[src/rtl/fetch_unit_if.sv]
// fetch_unit_if: imem request/response bus plus the decode-side instruction handshake.
interface fetch_unit_if #(parameter int ADDR_W = 64, parameter int INST_W = 32);
  logic              imem_req_valid;
  logic [ADDR_W-1:0] imem_req_addr;
  logic              imem_req_ready;
  logic              imem_rsp_valid;
  logic [INST_W-1:0] imem_rsp_data;
  logic              inst_valid;
  logic [INST_W-1:0] inst_data;
  logic [ADDR_W-1:0] inst_pc;
  logic              inst_ready;
  modport master (
    output imem_req_valid, imem_req_addr, inst_valid, inst_data, inst_pc,
    input  imem_req_ready, imem_rsp_valid, imem_rsp_data, inst_ready
  );
  modport slave (
    input  imem_req_valid, imem_req_addr, inst_valid, inst_data, inst_pc,
    output imem_req_ready, imem_rsp_valid, imem_rsp_data, inst_ready
  );
endinterface

[src/rtl/fetch_unit.sv]
// fetch_unit: pipelined instruction fetch with in-order response FIFO, redirect/flush and draining halt.
// Defining FETCH_PERF_CNT_EN adds the perf_fetched / perf_dropped saturating counters.
module fetch_unit #(
  parameter int              ADDR_W  = 64,
  parameter int              INST_W  = 32,
  parameter int              DEPTH   = 4,
  parameter logic [ADDR_W-1:0] INIT_PC = '0
) (
  input  logic              clk,
  input  logic              reset,
  input  logic              freeze,
  input  logic              halt_req,
  input  logic              redirect_valid,
  input  logic [ADDR_W-1:0] redirect_pc,
  fetch_unit_if.master      bus,
  output logic [ADDR_W-1:0] pc,
  output logic              halted
`ifdef FETCH_PERF_CNT_EN
  ,
  output logic [31:0]       perf_fetched,
  output logic [31:0]       perf_dropped
`endif
);
  localparam int AW = $clog2(DEPTH);
  localparam int CW = $clog2(DEPTH + 1);
  localparam logic [ADDR_W-1:0] STEP = ADDR_W'(INST_W / 8);
  typedef enum logic [1:0] {RUN, DRAIN, HALTED} state_t;
  state_t state_q, state_d;
  logic [ADDR_W-1:0] pc_q, pc_d, rsp_pc_q, rsp_pc_d;
  logic [CW-1:0] out_q, out_d, drop_q, drop_d, wr_q, wr_d, rd_q, rd_d, cnt;
  logic halt_pend_q, halt_pend_d;
  logic [ADDR_W+INST_W-1:0] mem_q [DEPTH];
  logic [CW+1:0] used;
  logic redir, hs, rsp_drop, push, pop;
  always_comb begin
    cnt = wr_q - rd_q;
    used = (CW+2)'(cnt) + (CW+2)'(out_q) + (CW+2)'(drop_q);
    redir = redirect_valid && state_q != HALTED;
    bus.imem_req_valid = !reset && state_q == RUN && !freeze && !redirect_valid && used < (CW+2)'(DEPTH);
    bus.imem_req_addr = pc_q;
    hs = bus.imem_req_valid && bus.imem_req_ready;
    rsp_drop = bus.imem_rsp_valid && (redir || drop_q != '0);
    push = bus.imem_rsp_valid && !rsp_drop;
    bus.inst_valid = cnt != '0;
    {bus.inst_pc, bus.inst_data} = mem_q[rd_q[AW-1:0]];
    pop = bus.inst_valid && bus.inst_ready && !redir;
    pc_d = redir ? redirect_pc : hs ? pc_q + STEP : pc_q;
    rsp_pc_d = redir ? redirect_pc : push ? rsp_pc_q + STEP : rsp_pc_q;
    out_d = redir ? '0 : out_q + CW'(hs) - CW'(push);
    // a same-cycle response consumes one in-flight slot whether it was already wrong-path or not
    drop_d = redir ? drop_q + out_q - CW'(bus.imem_rsp_valid) : drop_q - CW'(rsp_drop);
    wr_d = wr_q + CW'(push);
    rd_d = redir ? wr_q : rd_q + CW'(pop);
    halt_pend_d = halt_pend_q | halt_req;
    state_d = (state_q == RUN && halt_pend_d && !freeze) ? DRAIN :
              (state_q == DRAIN && out_q == '0 && drop_q == '0) ? HALTED : state_q;
    pc = pc_q;
    halted = state_q == HALTED;
  end
  always_ff @(posedge clk or posedge reset)
    if (reset) begin
      state_q <= RUN;
      pc_q <= INIT_PC;
      rsp_pc_q <= INIT_PC;
      out_q <= '0;
      drop_q <= '0;
      wr_q <= '0;
      rd_q <= '0;
      halt_pend_q <= 1'b0;
    end else begin
      state_q <= state_d;
      pc_q <= pc_d;
      rsp_pc_q <= rsp_pc_d;
      out_q <= out_d;
      drop_q <= drop_d;
      wr_q <= wr_d;
      rd_q <= rd_d;
      halt_pend_q <= halt_pend_d;
    end
  always_ff @(posedge clk) begin
    if (push) mem_q[wr_q[AW-1:0]] <= {rsp_pc_q, bus.imem_rsp_data};
    assert (reset || !push || pop || cnt != CW'(DEPTH));
  end
`ifdef FETCH_PERF_CNT_EN
  logic [31:0] pf_q, pf_d, pd_q, pd_d;
  logic [32:0] pd_sum;
  always_comb begin
    pd_sum = {1'b0, pd_q} + 33'(rsp_drop) + (redir ? 33'(cnt) : 33'd0);
    pf_d = (state_q == HALTED || !pop || &pf_q) ? pf_q : pf_q + 32'd1;
    pd_d = state_q == HALTED ? pd_q : pd_sum[32] ? '1 : pd_sum[31:0];
    perf_fetched = pf_q;
    perf_dropped = pd_q;
  end
  always_ff @(posedge clk or posedge reset)
    if (reset) begin
      pf_q <= '0;
      pd_q <= '0;
    end else begin
      pf_q <= pf_d;
      pd_q <= pd_d;
    end
`endif
endmodule

[src/flat_wrapper.sv]
// flat-port wrapper written by rule: the top's interface ports become plain ports
module fetch_unit_flat 
#(
  parameter int              ADDR_W  = 64,
  parameter int              INST_W  = 32,
  parameter int              DEPTH   = 4,
  parameter logic [ADDR_W-1:0] INIT_PC = '0
)
  (clk, reset, freeze, halt_req, redirect_valid, redirect_pc, pc, halted, bus_imem_req_valid, bus_imem_req_addr, bus_inst_valid, bus_inst_data, bus_inst_pc, bus_imem_req_ready, bus_imem_rsp_valid, bus_imem_rsp_data, bus_inst_ready);
  fetch_unit_if #(.ADDR_W(ADDR_W), .INST_W(INST_W)) bus_i ();
  input  logic clk;
  input  logic reset;
  input  logic freeze;
  input  logic halt_req;
  input  logic redirect_valid;
  input  logic [ADDR_W-1:0] redirect_pc;
  output logic [ADDR_W-1:0] pc;
  output logic halted;
  output wire logic [$bits(bus_i.imem_req_valid)-1:0] bus_imem_req_valid;
  output wire logic [$bits(bus_i.imem_req_addr)-1:0] bus_imem_req_addr;
  output wire logic [$bits(bus_i.inst_valid)-1:0] bus_inst_valid;
  output wire logic [$bits(bus_i.inst_data)-1:0] bus_inst_data;
  output wire logic [$bits(bus_i.inst_pc)-1:0] bus_inst_pc;
  input wire logic [$bits(bus_i.imem_req_ready)-1:0] bus_imem_req_ready;
  input wire logic [$bits(bus_i.imem_rsp_valid)-1:0] bus_imem_rsp_valid;
  input wire logic [$bits(bus_i.imem_rsp_data)-1:0] bus_imem_rsp_data;
  input wire logic [$bits(bus_i.inst_ready)-1:0] bus_inst_ready;
  assign bus_imem_req_valid = bus_i.imem_req_valid;
  assign bus_imem_req_addr = bus_i.imem_req_addr;
  assign bus_inst_valid = bus_i.inst_valid;
  assign bus_inst_data = bus_i.inst_data;
  assign bus_inst_pc = bus_i.inst_pc;
  assign bus_i.imem_req_ready = bus_imem_req_ready;
  assign bus_i.imem_rsp_valid = bus_imem_rsp_valid;
  assign bus_i.imem_rsp_data = bus_imem_rsp_data;
  assign bus_i.inst_ready = bus_inst_ready;
  fetch_unit #(.ADDR_W(ADDR_W), .INST_W(INST_W), .DEPTH(DEPTH), .INIT_PC(INIT_PC)) u_core (.clk(clk), .reset(reset), .freeze(freeze), .halt_req(halt_req), .redirect_valid(redirect_valid), .redirect_pc(redirect_pc), .bus(bus_i), .pc(pc), .halted(halted));
endmodule
[config.mk]
export PLATFORM = sky130hd
export DESIGN_NAME = fetch_unit_flat
export DESIGN_NICKNAME = d
export VERILOG_FILES = /design/src/rtl/fetch_unit_if.sv /design/src/rtl/fetch_unit.sv /design/src/flat_wrapper.sv
export SDC_FILE = /design/constraint.sdc
export NUM_CORES = 1
export LEC_CHECK = 0
export ABC_AREA = 1
export ABC_CLOCK_PERIOD_IN_PS = 22300
export CAP_MARGIN = 20
export CORE_MARGIN = 2
export CORE_UTILIZATION = 50
export DETAILED_ROUTE_END_ITERATION = 8
export PLACE_DENSITY = 0.79
export SYNTH_ARGS = -nofsm -noshare
export SYNTH_HDL_FRONTEND = slang
export SYNTH_SLANG_ARGS = --single-unit
export TNS_END_PERCENT = 100
[constraint.sdc]
create_clock -name clk -period 22.3 [get_ports clk]
set_input_delay 4.46 -clock clk [delete_from_list [all_inputs] [get_ports clk]]
set_output_delay 4.46 -clock clk [all_outputs]
set_load 0.02 [all_outputs]
======== After elaboration in Yosys (flattened, before gate mapping) ========
Memories as Yosys holds them, arrays and structs flattened.
Index checks and enable logic that the tools add are counted.
word-level totals
  flip-flop bits (word level) ............. 143
  RAM bits ................................ 384
  input bits .............................. 104
  output and inout port bits .............. 227
  logic and storage cells ................. 65
  memories kept ........................... 1
memories
  name          depth  bits a word  read ports  clocked after Yosys merged registers in  wr ports  line              source
  u_core.mem_q  4      96           1           0                                        1         fetch_unit.sv:32  logic [ADDR_W+INST_W-1:0] mem_q [DEPTH];
operators by class
  add/subtract/negate cells ............... 12
  magnitude comparators ................... 1
  eq/ne operators ......................... 3
  mux-type cells .......................... 11
  bitwise logic cells ..................... 1
  reductions and logical operators ........ 28
operators with widths
  operator                                                               number
  64-bit two-way mux                                                     4
  64-bit by 3-bit adder with 64-bit output (second input constant)       2
  1-bit logical AND                                                      14
  3-bit by 1-bit adder with 3-bit output                                 3
  3-bit two-way mux                                                      3
  3-bit by 1-bit subtractor with 3-bit output                            3
  3-bit logical NOT                                                      2
  2-bit nonzero test                                                     3
  3-bit nonzero test                                                     2
  5-bit by 3-bit adder with 5-bit output                                 1
  1-bit logical NOT                                                      5
  5-bit by 3-bit < comparator with 1-bit output (second input constant)  1
  3-bit by 3-bit adder with 4-bit output                                 1
  2-bit two-way mux                                                      2
  3-bit adder                                                            1
  3-bit subtractor                                                       1
  2-bit by 1-bit == test with 1-bit output (second input constant)       1
  2-bit == test (second input constant)                                  1
  2-bit logical NOT                                                      1
  1-bit two-way mux                                                      2
  2-bit != test (second input constant)                                  1
  1-bit logical OR                                                       1
  1-bit OR                                                               1

======== Logic depth before layout (Yosys ltp) ========
Gate-level depths: netlist (run 1).
  depth after elaboration ................. 9
  depth in mapped cells ................... 21
  depth with buffers taken out ............ 20

======== Worst setup path after synthesis (run 1) ========
No wires, ideal clock.
  path kind ............................... input to register
  start ................................... input redirect_valid
  end ..................................... memory u_core.mem_q[2][0] (netlist name) (enable)
  library setup time ...................... 0.669 ns
  data arrival time ....................... 11.433 ns
  required time ........................... 21.631 ns
  slack ................................... 10.198 ns
  stages .................................. 4
  buffers on the path ..................... 1
  cells stage by stage .................... nand2_1 > nand3_1 > clkbuf_1 > nor3_1
on the way
  longest elaborated chain between the ends .. 7
RTL lines
  element                                  line                source
  start, declared                          flat_wrapper.sv:15  input logic redirect_valid;
  1-bit logical AND                        fetch_unit.sv:38    redir = redirect_valid && state_q != HALTED;
  1-bit logical OR                         fetch_unit.sv:42    rsp_drop = bus.imem_rsp_valid && (redir || drop_q != '0);
  1-bit logical AND                        fetch_unit.sv:42
  1-bit logical NOT                        fetch_unit.sv:43    push = bus.imem_rsp_valid && !rsp_drop;
  1-bit logical AND                        fetch_unit.sv:43
  1-bit two-way mux                        fetch_unit.sv:81    if (push) mem_q[wr_q[AW-1:0]] <= {rsp_pc_q, bus.imem_rsp_data};
  1-bit two-way mux (implied by the code)  fetch_unit.sv:81
  end, declared                            fetch_unit.sv:32
Every way passes these cells.

======== Worst setup path after layout (run 1) ========
  start ................................... input redirect_valid
  end ..................................... output bus_imem_req_valid
on the way
  longest elaborated chain between the ends .. 3
RTL lines
  element                         line                source
  1-bit logical NOT               fetch_unit.sv:39    bus.imem_req_valid = !reset && state_q == RUN && !freeze && !redirect_valid && used < (CW+2)'(DEPTH);
  1-bit logical AND (2 in a row)  fetch_unit.sv:39
  end, declared                   flat_wrapper.sv:19  output wire logic [$bits(bus_i.imem_req_valid)-1:0] bus_imem_req_valid;
Every way passes these cells.

==> flow_summary.ini, run 1 <==
[run_status]
outcome = finished clean

[routing]
routedWlPerCell_um = 20.4
wl_met2_um = 36600
top_layer_used = met4
firstDrtPassIters = 6
ant_nets = 0
wl_met1_um = 30800
routed_wl_um = 77300
dr_wl_met3_um = 6400
avgViaCountPerCell = 5.61
dr_total_vias = 21300
drt_iter0_drc = 1981
drc = 0

[clock_network]
clock_latency_ns = 0.62
clkTransAtPathRegs_ns = 0.06
root_buffer = clkbuf_16
cts_sinks = 525
tritoncts = built
h-tree-depth = 2
cts_setup_buffers = 0
cts_resized = 0
hold_buffers = 0
cts_buffers = 53
clockBufferDepth = 3

[sta]
post-route-period-util = 0.474
worst_slew_pin_slew_ns = 1.14
min_period_ns = 10.57
setup_violations = 0
max_freq_mhz = 94.6
slew_viol_final = 0
relSlewSlack = 0.238
clock_skew_ns = 0.0229
rsz0062_at_grt = no
finalHoldViolCount = 0
finalSetupTns_ns = 0

[placed_design]
routabilityCongestion = 1.09
place_hpwl_um = 52500
io_buffers = 330
dp_cells = 3698

[global_route]
overflow = 0
track_usage = 0.286
grt_pass1_wl_um = 117000
grt_max_degree = 99
grt_antenna_before_repair = 2
grt_pass1_vias = 20500

[worst_setup_path]
crit_required_ns = 17.84
reg2regPathDepth = 20
cp_top_family = buffers and inverters
critPathMostFrequentCell = clkdlybuf4s50_1
path_max_fanout = 2
critPathKind = input port to output port
rrSetupSlack_ns = 16.81
path_buf_inv = 3
r2r-end = u_core.out_q[2]
worstPathCellList = clkdlybuf4s50_1, nor2_1, nand2_1, nor3_2, nand3_1, inv_1, clkdlybuf4s50_1
startpoint = redirect_valid
critPathMaxStageDelay_ns = 0.59
cp-start-kind = input port
critPathArrivalTime_ns = 6.11
endpoint_kind = output port
cp_num_cells = 7
critPathSlowestCell = clkdlybuf4s50_1
rr_startpoint = u_core.rd_q[1]
critPathCapture = bus_imem_req_valid

[cells_and_area]
num-fill-cells = 4298
instances_no_fill = 3798
drive_above_1_share = 0.0562
fin_nets = 3200
syn2layout_area_growth_pct = 20.0
final_core_util = 0.605

[floorplan]
die-area_sq_mm = 0.0533
ios = 331
die_w_um = 231
coreArea_sq_mm = 0.0511
start_util = 0.504
die_y_um = 231
rows = 83

[power_and_ir_drop]
seqPwrFrac = 0.371
leakage_nw = 11.7
intPower_w = 0.00248
combPwrFrac = 0.416
powerDensity_mw_per_mm2 = 138
pwr-share-clk = 0.213
irDropWorstVdd_mv = 0.0770
power_w = 0.00426
p_sw_frac = 0.417
switching_power_w = 0.00177

[synth]
mappedNetlistNets = 2968
synth-edff-count = 384
synth_top_area_share = 0.448
synthTopCellsByArea = edfxtp_1 (45%), dfrtp_1 (14%), nand2_1 (9.6%), nor2_1 (8.3%), o21ai_0 (5.0%)
syn_area_per_cell_sq_um = 9.06
synth_seq_area_share = 0.585
netlist_area_sq_mm = 0.0257
yosys-top-cells-count = nand2_1 (658), nor2_1 (569), edfxtp_1 (384), o21ai_0 (258), inv_1 (185)
ys.flop_type = edfxtp_1
synth.most_common_cell = nand2_1
async_flop_share = 0.269
synthCells = 2841
yosysTopAreaCell = edfxtp_1
synth_seq_cells = 525
ys_warn_count = 0
synthDistinctLibCells = 42

[min_path]
hold_path.class = flip-flop to flip-flop

[job]
drv_cap = 0
-- cells in the final DEF (no fill, tap or decap), types with 15 or more instances in the layout --
master,n
nand2_1,656
nor2_1,569
edfxtp_1,384
clkdlybuf4s50_1,330
o21ai_0,258
inv_1,182
dfrtp_1,139
o22ai_1,96
nand3_1,92
a21oi_1,77
clkbuf_16,54
nand4_1,23
buf_4,20
ha_1,19
a31oi_1,18
nor2_2,17
xnor2_1,15
-- logic make-up (layout without fill, tap and decap cells) --
family	Yosys count	after routing	share of synthesized area
other	0	2	0
DFF	525	525	0.585
and+or+nand+nor	1421	1421	0.227
muxes	1	1	0.000389
adders and majority gates	23	23	0.0123
AOI/OAI and AO/OA	483	483	0.101
buffers and inverters	364	639	0.0655
xor gates and xnor gates	24	24	0.00817
-- routing by layer --
layer	up-vias	GRT usage
met1	10200	0.381
met4	0	0.133
li1	9945	-
met5	-	0
met2	1029	0.466
met3	158	0.0398
-- worst min path at each step --
stage                          to  cells past startpoint  slack [ns]               start
2_1_floorplan  u_core.halt_pend_q                      1        0.42  u_core.halt_pend_q
4_1_cts        u_core.halt_pend_q                      1        0.48  u_core.halt_pend_q
5_1_grt        u_core.halt_pend_q                      1        0.50  u_core.halt_pend_q
6_report       u_core.halt_pend_q                      1        0.47  u_core.halt_pend_q
3_5_place_dp   u_core.halt_pend_q                      1        0.46  u_core.halt_pend_q
3_3_place_gp   u_core.halt_pend_q                      1        0.44  u_core.halt_pend_q
-- worst reg2reg max path, cell delays in order, from the launching register on --
cell     delay [ns]
dfrtp_2        0.34
buf_4          0.77
inv_2          0.03
buf_4          0.45
fa_1           0.57
xor2_1         0.17
xor2_1         0.22
inv_1          0.07
ha_1           0.30
xnor2_1        0.17
ha_1           0.24
nor2_1         0.09
nand2_1        0.07
nor3_2         0.16
nand3_1        0.14
nor2_2         0.59
ha_1           0.28
inv_1          0.05
fa_1           0.37
and3_1         0.18
nor3_1         0.14
-- cell type report --
| type | count | area [sq um] | area share |
|---|---|---|---|
| antenna | 2 | 5.00 | 0.000162 |
| clock buffer | 64 | 1390 | 0.0450 |
| clock inverter | 34 | 378 | 0.0122 |
| inverter | 191 | 724 | 0.0235 |
| multi-input combinational | 1952 | 9020 | 0.292 |
| sequential | 525 | 15100 | 0.488 |
| tap | 680 | 851 | 0.0275 |
| timing repair buffer | 350 | 3450 | 0.112 |
-- metrics by stage --
stage	hold WS [ns]	setup WS, ns	cell area (sq um)
2_1_floorplan	0.423	10.20	25700
6_report	0.468	11.73	30900
3_5_place_dp	0.464	11.72	29100
4_1_cts	0.483	11.72	30900
5_1_grt	0.500	11.61	30900
3_3_place_gp	0.442	11.69	29100
-- registers in the layout, indices dropped and copies added (netlist names) --
| name | flops |
|---|---|
| u_core.wr_q | 3 |
| u_core.mem_q | 384 |
| u_core.state_q | 2 |
| u_core.drop_q | 3 |
| u_core.rd_q | 3 |
| u_core.out_q | 3 |
| u_core.rsp_pc_q | 64 |
| u_core.bus.imem_req_addr | 62 |
| u_core.halt_pend_q | 1 |
-- power groups by stage --
stage	Sequential, W	Combinational, W	Clock, W
6_report	0.00158	0.00177	0.000907
3_5_place_dp	0.00159	0.00176	0
2_1_floorplan	0.00152	0.00109	0
3_3_place_gp	0.00157	0.00173	0
5_1_grt	0.00160	0.00193	0.000953
4_1_cts	0.00157	0.00178	0.000917
Note: power is estimated with default switching activity, not from simulation.
==> inputs of run 2 (changes only) <==
--- a/config.mk
+++ b/config.mk
@@ -6,7 +6,7 @@
 export NUM_CORES = 1
 export LEC_CHECK = 0
 export ABC_AREA = 1
-export ABC_CLOCK_PERIOD_IN_PS = 22300
+export ABC_CLOCK_PERIOD_IN_PS = 11000
 export CAP_MARGIN = 20
 export CORE_MARGIN = 2
 export CORE_UTILIZATION = 50
==> constraint.sdc (replaced) <==
create_clock -name clk -period 11 [get_ports clk]
set_input_delay 2.2 -clock clk [delete_from_list [all_inputs] [get_ports clk]]
set_output_delay 2.2 -clock clk [all_outputs]
set_load 0.02 [all_outputs]
==> run 2 against run 1 <==
Net effect:
- power grew 100%
- sequential share of layout area is essentially flat
- combinational power grew 100%
- clock power grew 100%
- via count shrank 0.61%
==> flow_summary.ini, run 2 (synthesis gave the netlist of run 1 again) <==
[clock_network]
root_buffer = clkbuf_16
cts_sinks = 525
cts_setup_buffers = 0
cts_resized = 0
clock_latency_ns = 0.62
hold_buffers = 0
clkTransAtPathRegs_ns = 0.07
h-tree-depth = 2
clockBufferDepth = 3
tritoncts = built
cts_buffers = 52

[routing]
drt_iter0_drc = 2003
ant_nets = 0
drc = 0
routedWlPerCell_um = 20.3
firstDrtPassIters = 6
routed_wl_um = 76900
dr_total_vias = 21200
avgViaCountPerCell = 5.58

[cells_and_area]
num-fill-cells = 4262
layout_common_cells = nand2_1 (656), nor2_1 (569), edfxtp_1 (384)
diodes = 0
instances_no_fill = 3794
final_common_cell = nand2_1
largest_reg_flops = 384
syn2layout_area_growth_pct = 20.1
fin_nets = 3197
drive_above_1_share = 0.0556

[job]
drv_cap = 0

[run_status]
outcome = finished clean

[sta]
post-route-period-util = 0.585
finalHoldViolCount = 0
min_period_ns = 6.43
finalSetupTns_ns = 0
setup_violations = 0
worst_slack_ns = 4.57
relSlewSlack = 0.244
max_freq_mhz = 155
clock_skew_ns = 0.0207
rsz0062_at_grt = no
slew_viol_final = 0
worst_slew_pin_slew_ns = 1.13

[global_route]
grt_pass1_wl_um = 118000
grt_pass1_vias = 20800
overflow = 0
grt_antenna_before_repair = 0
track_usage = 0.288
grt_max_degree = 105

[power_and_ir_drop]
switching_power_w = 0.00360
powerDensity_mw_per_mm2 = 279
pwr-share-clk = 0.215
irDropWorstVdd_mv = 0.153
combPwrFrac = 0.413
seqPwrFrac = 0.372
power_w = 0.00864
intPower_w = 0.00504
p_sw_frac = 0.416
leakage_nw = 11.7

[worst_setup_path]
critPathSlowestCell = dfrtp_4
endpoint_kind = output port
worstPathCellList = ha_1, inv_1, fa_1, xor2_1, xor2_1, inv_1, ha_1, xnor2_1, ha_1, nor2_1, nand2_1, nor3_2, nand3_1, inv_1, clkdlybuf4s50_1
path_max_fanout = 38
critPathArrivalTime_ns = 4.23
crit_required_ns = 8.80
critPathMaxStageDelay_ns = 0.68
cp-start-kind = flip-flop
critPathKind = flip-flop to output port

[placed_design]
io_buffers = 330
routabilityCongestion = 0.972
dp_cells = 3696
preCtsSetupSlack_ns = 4.92
place_hpwl_um = 52800

[floorplan]
die_y_um = 231
die-area_sq_mm = 0.0533
ios = 331
die_w_um = 231
rows = 83
start_util = 0.504
coreArea_sq_mm = 0.0511

[min_path]
hold_path.class = flip-flop to flip-flop
==> run 2: cell count changes in the layout (fill, tap and decap cells not counted) <==
| cell | previous run | this run |
|---|---|---|
| diode_2 | 2 | 0 |
| bufinv_16 | 7 | 8 |
| clkbuf_1 | 10 | 8 |
| clkbuf_16 | 54 | 52 |
| clkinv_2 | 11 | 9 |
| clkinvlp_4 | 5 | 4 |
| clkinv_16 | 0 | 2 |
| buf_4 | 20 | 18 |
| clkinv_1 | 9 | 11 |
| clkbuf_8 | 0 | 2 |
| inv_16 | 1 | 0 |
| clkinv_4 | 1 | 2 |
==> run 2: final timing paths <==
kind | start | end | slack (ns) | cells after the start
setup / recovery | u_core.rd_q[0] | bus_imem_req_valid | 4.57 | 15
hold / removal | u_core.halt_pend_q | u_core.halt_pend_q | 0.46 | 1
min in group asynchronous | reset | u_core.rd_q[2] | 2.13 | 2
hold reg to reg | u_core.halt_pend_q | u_core.halt_pend_q | 0.46 | 1
max in group asynchronous | reset | u_core.bus.imem_req_addr[58] | 7.46 | 3
setup reg to reg | u_core.rd_q[0] | u_core.out_q[2] | 6.33 | 19
==> run 2: power by group through the flow <==
stage	sequential [W]	clock (W)	combinational, W
6_report	0.00322	0.00185	0.00357
5_1_grt	0.00327	0.00196	0.00390
4_1_cts	0.00320	0.00188	0.00358
3_5_place_dp	0.00323	0	0.00355
3_3_place_gp	0.00320	0	0.00349
2_1_floorplan	0.00308	0	0.00220
==> run 2: cell type report <==
class | count | area [sq um] | share of cell area
timing repair buffer | 348 | 3440 | 0.111
sequential | 525 | 15100 | 0.487
inverter | 191 | 724 | 0.0234
clock buffer | 62 | 1360 | 0.0440
clock inverter | 36 | 447 | 0.0145
multi-input combinational | 1952 | 9020 | 0.292
tap | 680 | 851 | 0.0275
==> run 2: worst max-delay path, delay by kind of cell, from the launching register on <==
kind                     cells  cell delay, ns
XOR/XNOR                     3            0.55
adder cells (fa/ha/maj)      4            1.14
buffers and inverters        4            0.80
flip-flops                   1            0.68
AND/OR/NAND/NOR              4            0.44
==> run 2: through the flow <==
step                area [sq um]  hold slack [ns]  utilization
CTS                        30900            0.461        0.605
global route               30900            0.496        0.605
global placement           29100            0.447        0.570
detailed placement         29100            0.441        0.570
finish                     30900            0.457        0.605
floorplan                  25700            0.423            -
==> run 2: per-layer routing <==
layer  global-route usage  vias to the layer above  wire [um]
met5                    0                        -          0
met4                0.146                        0       4030
met3               0.0369                      183       5820
met2                0.462                      931      35800
met1                0.386                    10100      31300
li1                     -                     9934          -
==> inputs of run 3 (changes only) <==
--- a/config.mk
+++ b/config.mk
@@ -6,12 +6,12 @@
 export NUM_CORES = 1
 export LEC_CHECK = 0
 export ABC_AREA = 1
-export ABC_CLOCK_PERIOD_IN_PS = 11000
+export ABC_CLOCK_PERIOD_IN_PS = 5900
 export CAP_MARGIN = 20
 export CORE_MARGIN = 2
 export CORE_UTILIZATION = 50
 export DETAILED_ROUTE_END_ITERATION = 8
-export PLACE_DENSITY = 0.79
+export PLACE_DENSITY = 0.82
 export SYNTH_ARGS = -nofsm -noshare
 export SYNTH_HDL_FRONTEND = slang
 export SYNTH_SLANG_ARGS = --single-unit
==> constraint.sdc (replaced) <==
create_clock -name clk -period 5.9 [get_ports clk]
set_input_delay 1.18 -clock clk [delete_from_list [all_inputs] [get_ports clk]]
set_output_delay 1.18 -clock clk [all_outputs]
set_load 0.02 [all_outputs]
==> run 3 against run 2 <==
Net effect:
- first-iteration DRC count hardly changed
- power is 87% higher
- die area stayed put
- via count is 1.3% lower
- sequential power is 84% higher
- cell count is 0.16% higher
- flip-flop and latch count stayed put
==> flow_summary.ini, run 3 (synthesis gave the netlist of run 1 again) <==
[run_status]
outcome = finished clean

[cells_and_area]
instances_no_fill = 3800
final_common_cell = nand2_1
design_area_sq_mm = 0.0310
drive_above_1_share = 0.0571
largest_reg_flops = 384
layout_common_cells = nand2_1 (656), nor2_1 (569), edfxtp_1 (384)
syn2layout_area_growth_pct = 20.5
fin_nets = 3200

[floorplan]
die_y_um = 231
coreArea_sq_mm = 0.0511
ios = 331
die_w_um = 231
die-area_sq_mm = 0.0533
start_util = 0.504
rows = 83

[worst_setup_path]
endpoint_kind = output port
rr_startpoint = u_core.wr_q[0]
rrSetupSlack_ns = 1.30
crit_required_ns = 4.72
reg2regPathDepth = 18
cp-start-kind = flip-flop
critPathKind = flip-flop to output port
r2r-end = u_core.bus.imem_req_addr[55]
critPathArrivalTime_ns = 4.08
path_max_fanout = 4

[routing]
dr_total_vias = 20900
firstDrtPassIters = 8
drc = 0
avgViaCountPerCell = 5.50
routed_wl_um = 73600
ant_nets = 0
drt_iter0_drc = 2004
routedWlPerCell_um = 19.4

[power_and_ir_drop]
leakage_nw = 11.7
power_w = 0.0162
switching_power_w = 0.00667
p_sw_frac = 0.413
powerDensity_mw_per_mm2 = 521
combPwrFrac = 0.417
intPower_w = 0.00948
seqPwrFrac = 0.368
pwr-share-clk = 0.216
irDropWorstVdd_mv = 0.337

[sta]
relSlewSlack = 0.305
max_freq_mhz = 190
slew_viol_final = 0
post-route-period-util = 0.892
setup_violations = 0
rsz0062_at_grt = no
finalHoldViolCount = 0
clock_skew_ns = 0.0230
min_period_ns = 5.26
worst_slew_pin_slew_ns = 1.04

[placed_design]
io_buffers = 330
routabilityCongestion = 0.959
dpl_cell_area_sq_mm = 0.0292
place_hpwl_um = 49800
dp_cells = 3698

[clock_network]
clkTransAtPathRegs_ns = 0.06
hold_buffers = 0
root_buffer = clkbuf_16
cts_setup_buffers = 0
clockBufferDepth = 3
tritoncts = built
cts_buffers = 53
cts_sinks = 525
clock_latency_ns = 0.60
h-tree-depth = 2
cts_resized = 0

[global_route]
grt_antenna_before_repair = 4
grt_use_met1 = 0.359
overflow = 0
track_usage = 0.274
grt_pass1_vias = 20400
grt_pass1_wl_um = 112000
grt-busiest-layer = met2
grt_max_degree = 195
use_met3 = 0.0383
grt_util_met2 = 0.450

[min_path]
hold_end = u_core.halt_pend_q
min_from = u_core.halt_pend_q
hold_path.class = flip-flop to flip-flop
holdPathStages = 1

[job]
drv_cap = 0
==> run 3: cell count changes in the layout (fill, tap and decap cells not counted), sizes merged <==
| cell | change |
|---|---|
| clkinvlp | +3 |
| buf | +2 |
| diode | +3 |
| inv | +2 |
| clkbuf | +2 |
| clkinv | -6 |
==> run 3: metal layers <==
layer	vias up	part of all wire
met3	169	0.081
met2	934	0.47
li1	9926	-
met1	9863	0.40
met5	-	0.00016
met4	2	0.047
==> run 3: critical path, cell delays in order, from the launching register on <==
cell and delay (ns):
dfrtp_1 0.42, inv_1 0.15, ha_1 0.17, inv_1 0.05
fa_1 0.37, xor2_1 0.18, xor2_1 0.22, inv_1 0.07
ha_1 0.30, xnor2_1 0.18, ha_1 0.25, nor2_1 0.09
nand2_1 0.06, nor3_2 0.16, nand3_1 0.14, inv_1 0.07
clkdlybuf4s50_1 0.60
==> run 3: worst max path at each step <==
stage                   start                 end  slack, ns  depth (start not counted)
6_report       u_core.wr_q[0]  bus_imem_req_valid       0.64                         16
5_1_grt        u_core.wr_q[0]  bus_imem_req_valid       0.38                         16
4_1_cts        u_core.wr_q[0]  bus_imem_req_valid       0.63                         16
3_5_place_dp   u_core.wr_q[0]  bus_imem_req_valid       1.28                         16
3_3_place_gp   u_core.wr_q[0]  bus_imem_req_valid       1.35                         16
2_1_floorplan  redirect_valid  u_core.mem_q[2][0]      -2.92                          4
==> run 3: final cells by class <==
type                    instances  area, sq um
inverters                     191          724
clock buffers                  64         1410
well taps                     680          851
multi-input cells            1952         9020
diodes                          3         7.51
clock inverters                35          400
flip-flops and latches        525        15100
repair buffers                350         3540
fillers                      4291        20100
==> run 3: power groups by stage <==
stage          clock network (W)  registers, W  logic, W
6_report                 0.00348       0.00594   0.00673
3_3_place_gp                   0       0.00593   0.00658
3_5_place_dp                   0       0.00597   0.00671
5_1_grt                  0.00365       0.00603   0.00736
2_1_floorplan                  0       0.00574   0.00411
4_1_cts                  0.00352       0.00590   0.00674
==> run 3: stage by stage <==
step,hold WS [ns],worst slack (ns),utilization,TNS [ns]
6_report,0.451,0.639,0.607,0
3_5_place_dp,0.437,1.28,0.572,0
4_1_cts,0.452,0.632,0.607,0
2_1_floorplan,0.423,-2.92,-,-1121.81
5_1_grt,0.473,0.379,0.607,0
3_3_place_gp,0.440,1.35,0.572,0
